## config.mk

```make
export PLATFORM = sky130hd
export DESIGN_NAME = fpga_uart_harness
export DESIGN_NICKNAME = d
export VERILOG_FILES = /design/src/rtl/fpga_harness_pkg.sv /design/src/rtl/fpga_uart_harness_uart_rx.sv /design/src/rtl/fpga_uart_harness.sv
export SDC_FILE = /design/constraint.sdc
export NUM_CORES = 1
export LEC_CHECK = 0
export BUFFER_PORTS_ARGS = -buffer_cell sky130_fd_sc_hd__clkbuf_2
export CAP_MARGIN = 20
export CORE_MARGIN = 2
export CORE_UTILIZATION = 57
export CTS_BUF_LIST = sky130_fd_sc_hd__clkbuf_8
export DETAILED_ROUTE_END_ITERATION = 16
export PLACE_DENSITY = 0.78
export SYNTH_ARGS = -nofsm -noshare
export SYNTH_HDL_FRONTEND = slang
export SYNTH_SLANG_ARGS = --single-unit
```

## constraint.sdc

```tcl
create_clock -name CLK -period 4.3 [get_ports CLK]
set_input_delay 0.43 -clock CLK [delete_from_list [all_inputs] [get_ports CLK]]
set_output_delay 0.43 -clock CLK [all_outputs]
set_load 0.005 [all_outputs]
```

## src/rtl/fpga_harness_pkg.sv

```systemverilog
// Shared definitions for the FPGA UART harness.
//   Opcodes live in bits [7:6] of a command byte.
//   lanes(w) gives the number of 8-bit lanes needed to carry a w-bit field.
//   State enums for the command parser, the UART transmitter and the UART receiver.
package fpga_harness_pkg;

   localparam logic [1:0] OP_SET_IN  = 2'b00;
   localparam logic [1:0] OP_SET_SEL = 2'b01;
   localparam logic [1:0] OP_READ    = 2'b10;
   localparam logic [1:0] OP_STATUS  = 2'b11;

   function automatic int lanes(input int w);
      return (w + 7) / 8;
   endfunction

   typedef enum logic [1:0] {P_IDLE, P_WAIT_IN, P_WAIT_SEL} parse_state_t;
   typedef enum logic [1:0] {TX_IDLE, TX_START, TX_DATA, TX_STOP} tx_state_t;
   typedef enum logic [1:0] {RX_IDLE, RX_START, RX_DATA, RX_STOP} rx_state_t;

endpackage

```

## src/rtl/fpga_uart_harness_uart_rx.sv

```systemverilog
// UART 8N1 receiver.
//   clk, rst_n : clock, synchronous active-low reset
//   rx         : asynchronous serial input, idle high
//   rx_data    : last received byte (valid while rx_vld is high)
//   rx_vld     : 1-cycle strobe, byte received with a good stop bit
//   rx_ferr    : 1-cycle strobe, stop bit sampled low (byte discarded)
module uart_rx
   import fpga_harness_pkg::*;
#(
   parameter int DIV = 104
) (
   input  logic       clk,
   input  logic       rst_n,
   input  logic       rx,
   output logic [7:0] rx_data,
   output logic       rx_vld,
   output logic       rx_ferr
);

   localparam int CW = $clog2(DIV + 1);
   localparam logic [CW-1:0] FULL_M1 = CW'(DIV - 1);
   localparam logic [CW-1:0] HALF_M1 = CW'(DIV / 2 - 1);

   rx_state_t     state, state_nx;
   logic          rx_s1, rx_s2, rx_s3;
   logic [CW-1:0] cnt;
   logic [2:0]    bit_idx;
   logic [7:0]    shreg;
   logic          fall, half_tick, full_tick;

   // rx_s3 only exists to see a falling edge on the synchronised line
   assign fall      = rx_s3 & ~rx_s2;
   assign half_tick = (cnt == HALF_M1);
   assign full_tick = (cnt == FULL_M1);
   assign rx_data   = shreg;

   always_comb begin
      state_nx = state;
      case (state)
         RX_IDLE:  if (fall) state_nx = RX_START;
         // a start bit that is high again at mid-bit was a glitch
         RX_START: if (half_tick) state_nx = rx_s2 ? RX_IDLE : RX_DATA;
         RX_DATA:  if (full_tick && bit_idx == 3'd7) state_nx = RX_STOP;
         RX_STOP:  if (full_tick) state_nx = RX_IDLE;
         default:  state_nx = RX_IDLE;
      endcase
   end

   always_ff @(posedge clk) begin
      if (!rst_n) begin
         state   <= RX_IDLE;
         rx_s1   <= 1'b1;
         rx_s2   <= 1'b1;
         rx_s3   <= 1'b1;
         cnt     <= '0;
         bit_idx <= '0;
         rx_vld  <= 1'b0;
         rx_ferr <= 1'b0;
      end else begin
         rx_s1   <= rx;
         rx_s2   <= rx_s1;
         rx_s3   <= rx_s2;
         state   <= state_nx;
         rx_vld  <= 1'b0;
         rx_ferr <= 1'b0;
         case (state)
            RX_IDLE: begin
               cnt     <= '0;
               bit_idx <= '0;
            end
            // counter restarts at mid-start so later samples land mid-bit
            RX_START: cnt <= half_tick ? '0 : cnt + 1'b1;
            RX_DATA: begin
               if (full_tick) begin
                  cnt     <= '0;
                  bit_idx <= bit_idx + 1'b1;
               end else begin
                  cnt <= cnt + 1'b1;
               end
            end
            RX_STOP: begin
               if (full_tick) begin
                  cnt     <= '0;
                  rx_vld  <= rx_s2;
                  rx_ferr <= ~rx_s2;
               end else begin
                  cnt <= cnt + 1'b1;
               end
            end
            default: cnt <= '0;
         endcase
      end
   end

   always_ff @(posedge clk) begin
      if (state == RX_DATA && full_tick) shreg <= {rx_s2, shreg[7:1]};
   end

endmodule

```

## src/rtl/fpga_uart_harness.sv

```systemverilog
// Host-UART controlled harness front end.
//   CLK, RESET_N : clock, synchronous active-low reset
//   RX, TX       : host UART, 8N1
//   RTS          : host clear-to-send, active low (gates TX frame starts when USE_RTS=1)
//   PRJ_OUT      : project outputs, returned by READ
//   PRJ_READY    : harness ready flag, returned by STATUS
//   PRJ_IN       : project inputs, written lane by lane by SET_IN
//   PRJ_SEL      : project index, written by SET_SEL
//   ERR_LED      : sticky framing-error / response-overflow flag
//   ACT_LED      : toggles on each completed command
module fpga_uart_harness
   import fpga_harness_pkg::*;
#(
   parameter int CLK_HZ    = 12_000_000,
   parameter int BAUD      = 115_200,
   parameter int IN_W      = 8,
   parameter int OUT_W     = 8,
   parameter int SEL_W     = 9,
   parameter int TXQ_DEPTH = 8,
   parameter int USE_RTS   = 1
) (
   input  logic             CLK,
   input  logic             RESET_N,
   input  logic             RX,
   input  logic             RTS,
   input  logic [OUT_W-1:0] PRJ_OUT,
   input  logic             PRJ_READY,
   output logic [IN_W-1:0]  PRJ_IN,
   output logic [SEL_W-1:0] PRJ_SEL,
   output logic             TX,
   output logic             ERR_LED,
   output logic             ACT_LED
);

   localparam int DIV = (CLK_HZ + BAUD / 2) / BAUD;
   localparam int NLI = lanes(IN_W);
   localparam int NLO = lanes(OUT_W);
   localparam int PW  = 8 * NLO;
   localparam int AW  = $clog2(TXQ_DEPTH);
   localparam int CW  = $clog2(DIV + 1);

   if (DIV < 4) begin : g_div_check
      $error("fpga_uart_harness: DIV=%0d must be at least 4", DIV);
   end
   if (TXQ_DEPTH < NLO) begin : g_depth_check
      $error("fpga_uart_harness: TXQ_DEPTH must hold a full READ response");
   end

   logic [7:0] rx_data;
   logic       rx_vld, rx_ferr;

   uart_rx #(.DIV(DIV)) u_rx (
      .clk     (CLK),
      .rst_n   (RESET_N),
      .rx      (RX),
      .rx_data (rx_data),
      .rx_vld  (rx_vld),
      .rx_ferr (rx_ferr)
   );

   parse_state_t  p_state, p_nx;
   logic [5:0]    lane_q, hi_q;
   logic          ld_lane, ld_hi, do_in, do_sel, done;
   logic [AW+1:0] req_len, free_slots, push_len;
   logic          overflow;
   logic [7:0]    resp [NLO];
   logic [PW-1:0] out_pad;

   logic [7:0]    mem [TXQ_DEPTH];
   logic [AW:0]   wr_ptr, rd_ptr, fill;
   logic          empty, pop, start_ok;

   tx_state_t     t_state, t_nx;
   logic [CW-1:0] t_cnt;
   logic [2:0]    t_bit;
   logic [7:0]    t_sh;
   logic          t_full;

   assign out_pad = PW'(PRJ_OUT);
   assign fill    = wr_ptr - rd_ptr;
   assign empty   = (wr_ptr == rd_ptr);

   // Response bytes; only meaningful in the cycle a READ/STATUS opcode is accepted
   always_comb begin
      for (int i = 0; i < NLO; i++) resp[i] = out_pad[8*i +: 8];
      if (rx_data[7:6] == OP_STATUS) resp[0] = {PRJ_READY, RTS, ERR_LED, 5'b0};
   end

   always_comb begin
      p_nx    = p_state;
      req_len = '0;
      ld_lane = 1'b0;
      ld_hi   = 1'b0;
      do_in   = 1'b0;
      do_sel  = 1'b0;
      done    = 1'b0;
      if (rx_ferr) begin
         p_nx = P_IDLE;
      end else if (rx_vld) begin
         case (p_state)
            P_IDLE: begin
               case (rx_data[7:6])
                  OP_SET_IN: begin
                     ld_lane = 1'b1;
                     p_nx    = P_WAIT_IN;
                  end
                  OP_SET_SEL: begin
                     ld_hi = 1'b1;
                     p_nx  = P_WAIT_SEL;
                  end
                  OP_READ: begin
                     req_len = (AW+2)'(NLO);
                     done    = 1'b1;
                  end
                  default: begin
                     req_len = (AW+2)'(1);
                     done    = 1'b1;
                  end
               endcase
            end
            P_WAIT_IN: begin
               do_in = 1'b1;
               done  = 1'b1;
               p_nx  = P_IDLE;
            end
            P_WAIT_SEL: begin
               do_sel = 1'b1;
               done   = 1'b1;
               p_nx   = P_IDLE;
            end
            default: p_nx = P_IDLE;
         endcase
      end
   end

   // A slot being popped this cycle is free for this cycle's push
   always_comb begin
      free_slots = (AW+2)'(TXQ_DEPTH) - {1'b0, fill} + {{(AW+1){1'b0}}, pop};
      overflow   = (req_len != '0) && (req_len > free_slots);
      push_len   = overflow ? '0 : req_len;
   end

   always_ff @(posedge CLK) begin
      if (!RESET_N) begin
         p_state <= P_IDLE;
         PRJ_IN  <= '0;
         PRJ_SEL <= '0;
         ERR_LED <= 1'b0;
         ACT_LED <= 1'b0;
      end else begin
         p_state <= p_nx;
         // lanes beyond the port width never match, so their data byte is dropped
         if (do_in) begin
            for (int b = 0; b < IN_W; b++) begin
               if (int'(lane_q) == b / 8) PRJ_IN[b] <= rx_data[b % 8];
            end
         end
         if (do_sel) PRJ_SEL <= SEL_W'({hi_q, rx_data});
         if (rx_ferr || overflow) ERR_LED <= 1'b1;
         if (done) ACT_LED <= ~ACT_LED;
      end
   end

   always_ff @(posedge CLK) begin
      if (ld_lane) lane_q <= rx_data[5:0];
      if (ld_hi)   hi_q   <= rx_data[5:0];
   end

   always_ff @(posedge CLK) begin
      if (!RESET_N) begin
         wr_ptr <= '0;
         rd_ptr <= '0;
      end else begin
         wr_ptr <= wr_ptr + push_len[AW:0];
         rd_ptr <= rd_ptr + {{AW{1'b0}}, pop};
      end
   end

   always_ff @(posedge CLK) begin
      for (int i = 0; i < NLO; i++) begin
         if ((AW+2)'(i) < push_len) mem[wr_ptr[AW-1:0] + AW'(i)] <= resp[i];
      end
   end

   assign start_ok = !empty && ((USE_RTS == 0) || !RTS);
   assign pop      = (t_state == TX_IDLE) && start_ok;
   assign t_full   = (t_cnt == CW'(DIV - 1));

   always_comb begin
      t_nx = t_state;
      case (t_state)
         TX_IDLE:  if (pop) t_nx = TX_START;
         TX_START: if (t_full) t_nx = TX_DATA;
         TX_DATA:  if (t_full && t_bit == 3'd7) t_nx = TX_STOP;
         TX_STOP:  if (t_full) t_nx = TX_IDLE;
         default:  t_nx = TX_IDLE;
      endcase
   end

   // TX is registered; each level is set on the edge that enters its bit period
   always_ff @(posedge CLK) begin
      if (!RESET_N) begin
         t_state <= TX_IDLE;
         t_cnt   <= '0;
         t_bit   <= '0;
         TX      <= 1'b1;
      end else begin
         t_state <= t_nx;
         case (t_state)
            TX_IDLE: begin
               t_cnt <= '0;
               t_bit <= '0;
               if (pop) TX <= 1'b0;
            end
            TX_START: begin
               if (t_full) begin
                  t_cnt <= '0;
                  TX    <= t_sh[0];
               end else begin
                  t_cnt <= t_cnt + 1'b1;
               end
            end
            TX_DATA: begin
               if (t_full) begin
                  t_cnt <= '0;
                  t_bit <= t_bit + 1'b1;
                  // t_sh[1] is the next bit because the shift happens on this same edge
                  TX    <= (t_bit == 3'd7) ? 1'b1 : t_sh[1];
               end else begin
                  t_cnt <= t_cnt + 1'b1;
               end
            end
            TX_STOP: t_cnt <= t_full ? '0 : t_cnt + 1'b1;
            default: TX <= 1'b1;
         endcase
      end
   end

   always_ff @(posedge CLK) begin
      if (pop) t_sh <= mem[rd_ptr[AW-1:0]];
      else if (t_state == TX_DATA && t_full) t_sh <= t_sh >> 1;
   end

endmodule

```

# Word-level counts from Yosys, hierarchy flattened
# Memories as Yosys holds them, arrays and structs flattened. A register that Yosys moved wholly into a read port is not among the register bits.
# Cells that the tools add are included.
# totals
output_inout_bits,20
memories,1
ramBits,64
elab_cells,155
regBits,82
# op_classes
n_reduce_logical,33
bitwise,4
n_eq_ne,27
order_cmp,2
n_mux,56
n_addsub,9
# memory_table
name,words,width,read_ports,rd_ports_with_merged_regs,wr,line_no,source
mem,8,8,1,1,1,fpga_uart_harness.sv:69,logic [7:0] mem [TXQ_DEPTH];
# ops
cell,count
1-bit 2-to-1 mux,27
8-bit 2-to-1 mux,3
7-bit 2-to-1 mux,3
7-bit one-hot mux with 3 select lines,1
2-bit 2-to-1 mux,10
2-bit one-hot mux with 4 select lines,2
7-bit by 1-bit adder with 7-bit output (second input constant),2
7-bit equality test (second input constant),2
7-bit one-hot mux with 2 select lines,1
2-bit equality test (second input constant),6
3-bit one-hot mux with 2 select lines,2
4-bit AND reduction,3
2-bit by 1-bit != test with 1-bit output (second input constant),5
2-bit != test (second input constant),5
3-bit 2-to-1 mux,3
2-bit by 1-bit equality test with 1-bit output (second input constant),4
2-bit logical NOT,4
2-bit AND reduction,4
2-bit OR reduction,4
7-bit by 6-bit equality test with 1-bit output (second input constant),1
1-bit logical AND,7
3-bit by 1-bit adder with 3-bit output (second input constant),2
3-bit equality test (second input constant),2
6-bit logical NOT,1
other kinds (22),27

# Logic depth before layout (Yosys ltp)
# depth
ltp_word,12
mapped_depth,21

# By module
# A second synthesis with hierarchy kept.
# unflattened
cells_unflattened,468
area_unflattened_um2,6208.5
# modules_own_cells
mod,n_inst,cells_per_inst,area_per_inst_um2
fpga_uart_harness,1,378,5218.8
uart_rx,1,90,989.7

# Worst setup path before layout
# OpenSTA, ideal clock, no wires.
# synth_timing
path_type,reg-to-reg
startpoint,register rd_ptr[1]
endpoint,register wr_ptr[2]
path_stages_with_launch,21
arrival_ns,4.069
required_ns,4.185
period_less_slack_ns,4.184
slack_ns,0.116
cell_sequence,dfxtp_1 -> clkbuf_1 -> buf_2 -> inv_1 -> ha_1 -> nand3_1 -> o21bai_1 -> or2_0 -> clkbuf_2 -> buf_2 -> ha_1 -> inv_1 -> ha_1 -> or3_1 -> a2111o_1 -> nand3b_2 -> inv_1 -> ha_1 -> ha_1 -> xor2_1 -> and2_1
# synth_between
elab_chain_len,9
elab_cells_between_ends,11
cone_classes,add/sub (4); order compare (1); eq/ne (1); mux (1); reduce/logical (4)
# synth_lines
item,line_no,source
start: declaration,fpga_uart_harness.sv:70,"logic [AW:0] wr_ptr, rd_ptr, fill;"
start signal: assignment,fpga_uart_harness.sv:175,"rd_ptr <= rd_ptr + {{AW{1'b0}}, pop};"
"parallel branches: the longest is 4 deep, another holds 4-bit by 4-bit subtractor with 5-bit output",--,
5-bit by 1-bit adder with 5-bit output (*),fpga_uart_harness.sv:138,"free_slots = (AW+2)'(TXQ_DEPTH) - {1'b0, fill} + {{(AW+1){1'b0}}, pop};"
5-bit > comparator (*),fpga_uart_harness.sv:139,overflow = (req_len != '0) && (req_len > free_slots);
1-bit logical AND (*),fpga_uart_harness.sv:139,
5-bit 2-to-1 mux (*),fpga_uart_harness.sv:140,push_len = overflow ? '0 : req_len;
4-bit adder (*),fpga_uart_harness.sv:174,wr_ptr <= wr_ptr + push_len[AW:0];
end signal: assignment,fpga_uart_harness.sv:174,
end: declaration,fpga_uart_harness.sv:70,
# Every way passes the cells marked *.
# A chain may end at the register's enable or synchronous reset.

# Worst setup path after layout
# layout_timing
startpoint,register wr_ptr[0]
endpoint,register wr_ptr[2]
# layout_between
elab_chain_len,9
elab_cells_between_ends,11
cone_classes,add/sub (4); order compare (1); eq/ne (1); mux (1); reduce/logical (4)
# layout_lines
item,line_no
"parallel branches: the longest is 8 deep, another holds 4-bit by 4-bit subtractor with 5-bit output",--
4-bit adder (*),fpga_uart_harness.sv:174
# Marks and branches as above.

==> impl_results.rst <==
.. list-table::
   :header-rows: 1

   * - Metric
     - Value
   * - Number of synthesized flops with an enable pin
     - just under 90
   * - Count of hold buffers inserted by post-cts repair
     - 0
   * - Post-cts gate resize count
     - 0
   * - Area leader, netlist
     - edfxtp_1
   * - Fraction of final layout cells with drive strength greater than 1
     - between 10% and 20%
   * - # diodes
     - 0
   * - Total design power
     - ~2700 µW
   * - Period minus WS final
     - around 3.8 ns
   * - Sequential group share of total power
     - between 50% and 60%
   * - Library cell used as clock root buffer
     - clkbuf_8
   * - Fraction of power consumed by combinational cells
     - around 5.2%
   * - Routed metal-1 wire length
     - ~4900 µm
   * - Share of the synthesized area in the top cell type
     - a little over two fifths
   * - Max-slew violation count
     - 0
   * - Setup slack at placement
     - about 0.49 ns
   * - Internal
     - 2090 µW
   * - Syn Std Cell Area
     - slightly above 0.006 mm²
   * - Total met2 wirelength after detailed routing
     - 5380 µm
   * - Worst stage delay on the critical path
     - around 0.5 ns
   * - Combined buffer and inverter count along the critical path
     - 3
   * - Fill cell instance count of the final layout
     - between 700 and 800
   * - Routed length per placed instance
     - between 15 and 20 µm
   * - Met3 Routed Length
     - approximately 530 µm
   * - Kind of capture point of the worst setup path
     - register
   * - Clock latency of the later-clocked register in the worst-skew pair
     - approximately 0.44 ns
   * - Data required, critical path
     - between 4 and 5 ns
   * - Total CTS buffers
     - 17
   * - Top cells by area in the synthesized netlist
     - edfxtp_1, dfxtp_1, mux4_2
   * - Global-route wire length before repair
     - ~18000 µm
   * - Ports
     - 33
   * - # nets final
     - 550
   * - Non-filler cells in the finished layout
     - around 660
   * - Least-Margin Pin Slew
     - between 0.9 and 1 ns
   * - Maximum number of buffers from clock root to sink
     - 2
   * - Final ANT Viol Nets
     - 0
   * - Highest routing layer actually used
     - met4
   * - Top cells by instance count after synthesis
     - edfxtp_1, dfxtp_1, nand2_1, nor2_1, ha_1
   * - Data arrival time at the worst-slack endpoint
     - roughly 4.2 ns
   * - Tightest Hold Check Type
     - input pin to register
   * - Peak supply drop
     - between 150 and 200 µV
   * - Row count
     - 37
   * - Setup_tns
     - 0 ns
   * - Reg2Reg Setup Slack
     - ~0.45 ns
   * - Die span in x
     - between 100 and 150 µm
   * - DRC violation total after the first TritonRoute iteration
     - around 170
   * - Number of H-tree levels
     - 4
   * - Most used flip-flop cell after synthesis
     - edfxtp_1
   * - Total placed cells including tap cells
     - 628
   * - Max frequency
     - about 260 MHz
   * - Starting density of the core
     - between 50 and 60%
   * - Switching fraction of total power
     - around 22%
   * - Total congestion overflow
     - 0
   * - Setup repair after global routing missed its margin
     - false
   * - Core footprint
     - 0.0104 mm²
   * - Sequential element share of the synthesized area
     - ~60%
   * - Clock transition at the registers of the reported paths
     - 0.08 ns
   * - Category of the critical setup timing path
     - register to register
   * - Global placement routability congestion
     - around 0.75
   * - Flip-flop and latch count after synthesis
     - ~150
   * - Routed vias/inst
     - ~5.5
   * - Least setup slack across all paths after layout
     - 0.453 ns
   * - Number of optimization iterations in the first detailed-route pass
     - 4
   * - DRC errors left
     - 0
   * - Chip height
     - 108 µm
   * - Number of max-capacitance violations reported
     - 0
   * - Antenna violations before repair
     - 0
   * - Total number of clock tree sinks
     - 146
   * - Part of the cycle the worst path needs
     - ~89%
   * - Number of standard cells after synthesis
     - roughly 470
   * - Status
     - finished, final reports clean
   * - Post-synthesis async set-or-reset flop share
     - 0%
   * - DP HPWL
     - between 7000 and 8000 µm
   * - Type of element launching the critical path
     - register
   * - Top delay family on crit path
     - adder cells
   * - Vias after detailed routing
     - 3651
   * - Highest-delay cell along the critical path
     - dfxtp_1
   * - Final core occ
     - 66.1%
   * - Port Buf Inserts
     - 32
   * - Total setup violations reported at the end of the flow
     - 0
   * - Power per cell area
     - between 300 and 400 mW/mm²
   * - Area enclosed by the die boundary
     - between 0.01 and 0.015 mm²
   * - Fin. Hold Viols
     - 0
   * - Buffer count from post-CTS setup fixing
     - 0
   * - Synth cell types
     - around 50
   * - Synthesized net count
     - 505
   * - Synth-to-Final Area Change
     - 11.8%
   * - Total global routing track utilization
     - approximately a fifth
   * - Via count of the first global-routing pass
     - around 3700
   * - Remaining max-slew budget at the tightest pin
     - between 30% and 40%
   * - Total routed wirelength
     - about 11000 µm
   * - Fraction of power consumed by the clock network
     - 39.0%
   * - Maximum fanout along the worst path
     - 9
   * - Library cell with the highest instance count after synthesis
     - edfxtp_1
   * - Mean post-synth cell area
     - between 10 and 15 µm²
   * - Ordered cell list for the critical path
     - inv_1 > ha_1 > nand3_1 > o21bai_1 > or2_0 > ha_1 > inv_1 > ha_1 > or3_1 > a2111o_1 > nand3b_2 > inv_1 > ha_1 > ha_1 > xor2_1 > and2_1
   * - Largest net degree at the start of global routing
     - 47
   * - Reported net switching power
     - about 600 µW
   * - Largest clock skew in the final design
     - 0.0132 ns
   * - Clock tree from TritonCTS
     - yes
   * - Warnings, synthesis
     - 0
   * - Reported leakage power
     - around 0.0026 µW
   * - Most repeated library cell on the critical path
     - ha_1
logic make-up (layout without fill, tap and decap cells):
| kind of cell | after synthesis | count (layout) | synth area share (%) |
|---|---|---|---|
| AOI/OAI and AO/OA | 46 | 46 | 4.92 |
| xor gates and xnor gates | 17 | 17 | 2.42 |
| adders and majority gates | 25 | 25 | 5.21 |
| buffers and inverters | 35 | 93 | 2.34 |
| DFF | 146 | 146 | 61.7 |
| muxes | 39 | 39 | 9.68 |
| and+or+nand+nor | 159 | 159 | 13.8 |
worst paths after layout:
check	to	start	cells past startpoint
worst min register to register	u_rx.rx_s2	u_rx.rx_s1	1
worst max register to register	wr_ptr[2]	wr_ptr[0]	16
worst max-delay path	wr_ptr[2]	wr_ptr[0]	16
worst min-delay path	u_rx.rx_s1	RX	2
state kept, by name (all words and copies together) (netlist names), 2 cells and up, named ones only:
register      flops
PRJ_IN            8
PRJ_SEL           9
lane_q            6
mem              64
p_state           2
rd_ptr            4
t_bit             3
t_cnt             7
t_sh              8
t_state           2
u_rx.bit_idx      3
u_rx.cnt          7
u_rx.rx_data      8
wr_ptr            4
power groups by stage:
stage,Clock (µW),Combinational [µW],Sequential [µW]
after global routing,1120,162,1500
after global placement,0,133,1530
after detailed placement,0,140,1530
final,1050,139,1500
after floorplan,0,102,1530
after CTS,1070,142,1500
routing by layer:
layer	vias up	track usage (%)
met4	0	8.61
li1	1785	-
met5	-	0
met2	76	33.4
met1	1773	27.3
met3	17	5.81
per-stage QoR:
step                      hold WS (ns)  area [µm²]
after detailed placement         0.391        6480
after floorplan                  0.386        6150
after CTS                        0.138        6880
after global routing             0.154        6880
after global placement           0.391        6480
final                            0.164        6880
cell type report:
type / count / area [µm²] / area share [%]
Inverter: 18 / 67.6 / 0.982
Clock buffer: 19 / 262 / 3.80
Clock inverter: 13 / 131 / 1.91
Tap cell: 136 / 170 / 2.47
Timing Repair Buffer: 43 / 240 / 3.49
Multi-Input combinational cell: 286 / 2220 / 32.2
Sequential cell: 146 / 3790 / 55.1
layout by cell type (no fill, tap or decap), drive strengths merged, types with 13 or more instances in the layout:
cell and count:
edfxtp 87, dfxtp 59, clkbuf 52, nand2 36
nor2 26, ha 24, inv 24, nand3 20
mux2i 19, nor2b 18, and2 18, mux4 16
o21ai 13
Power figures use the tool's default switching activity.
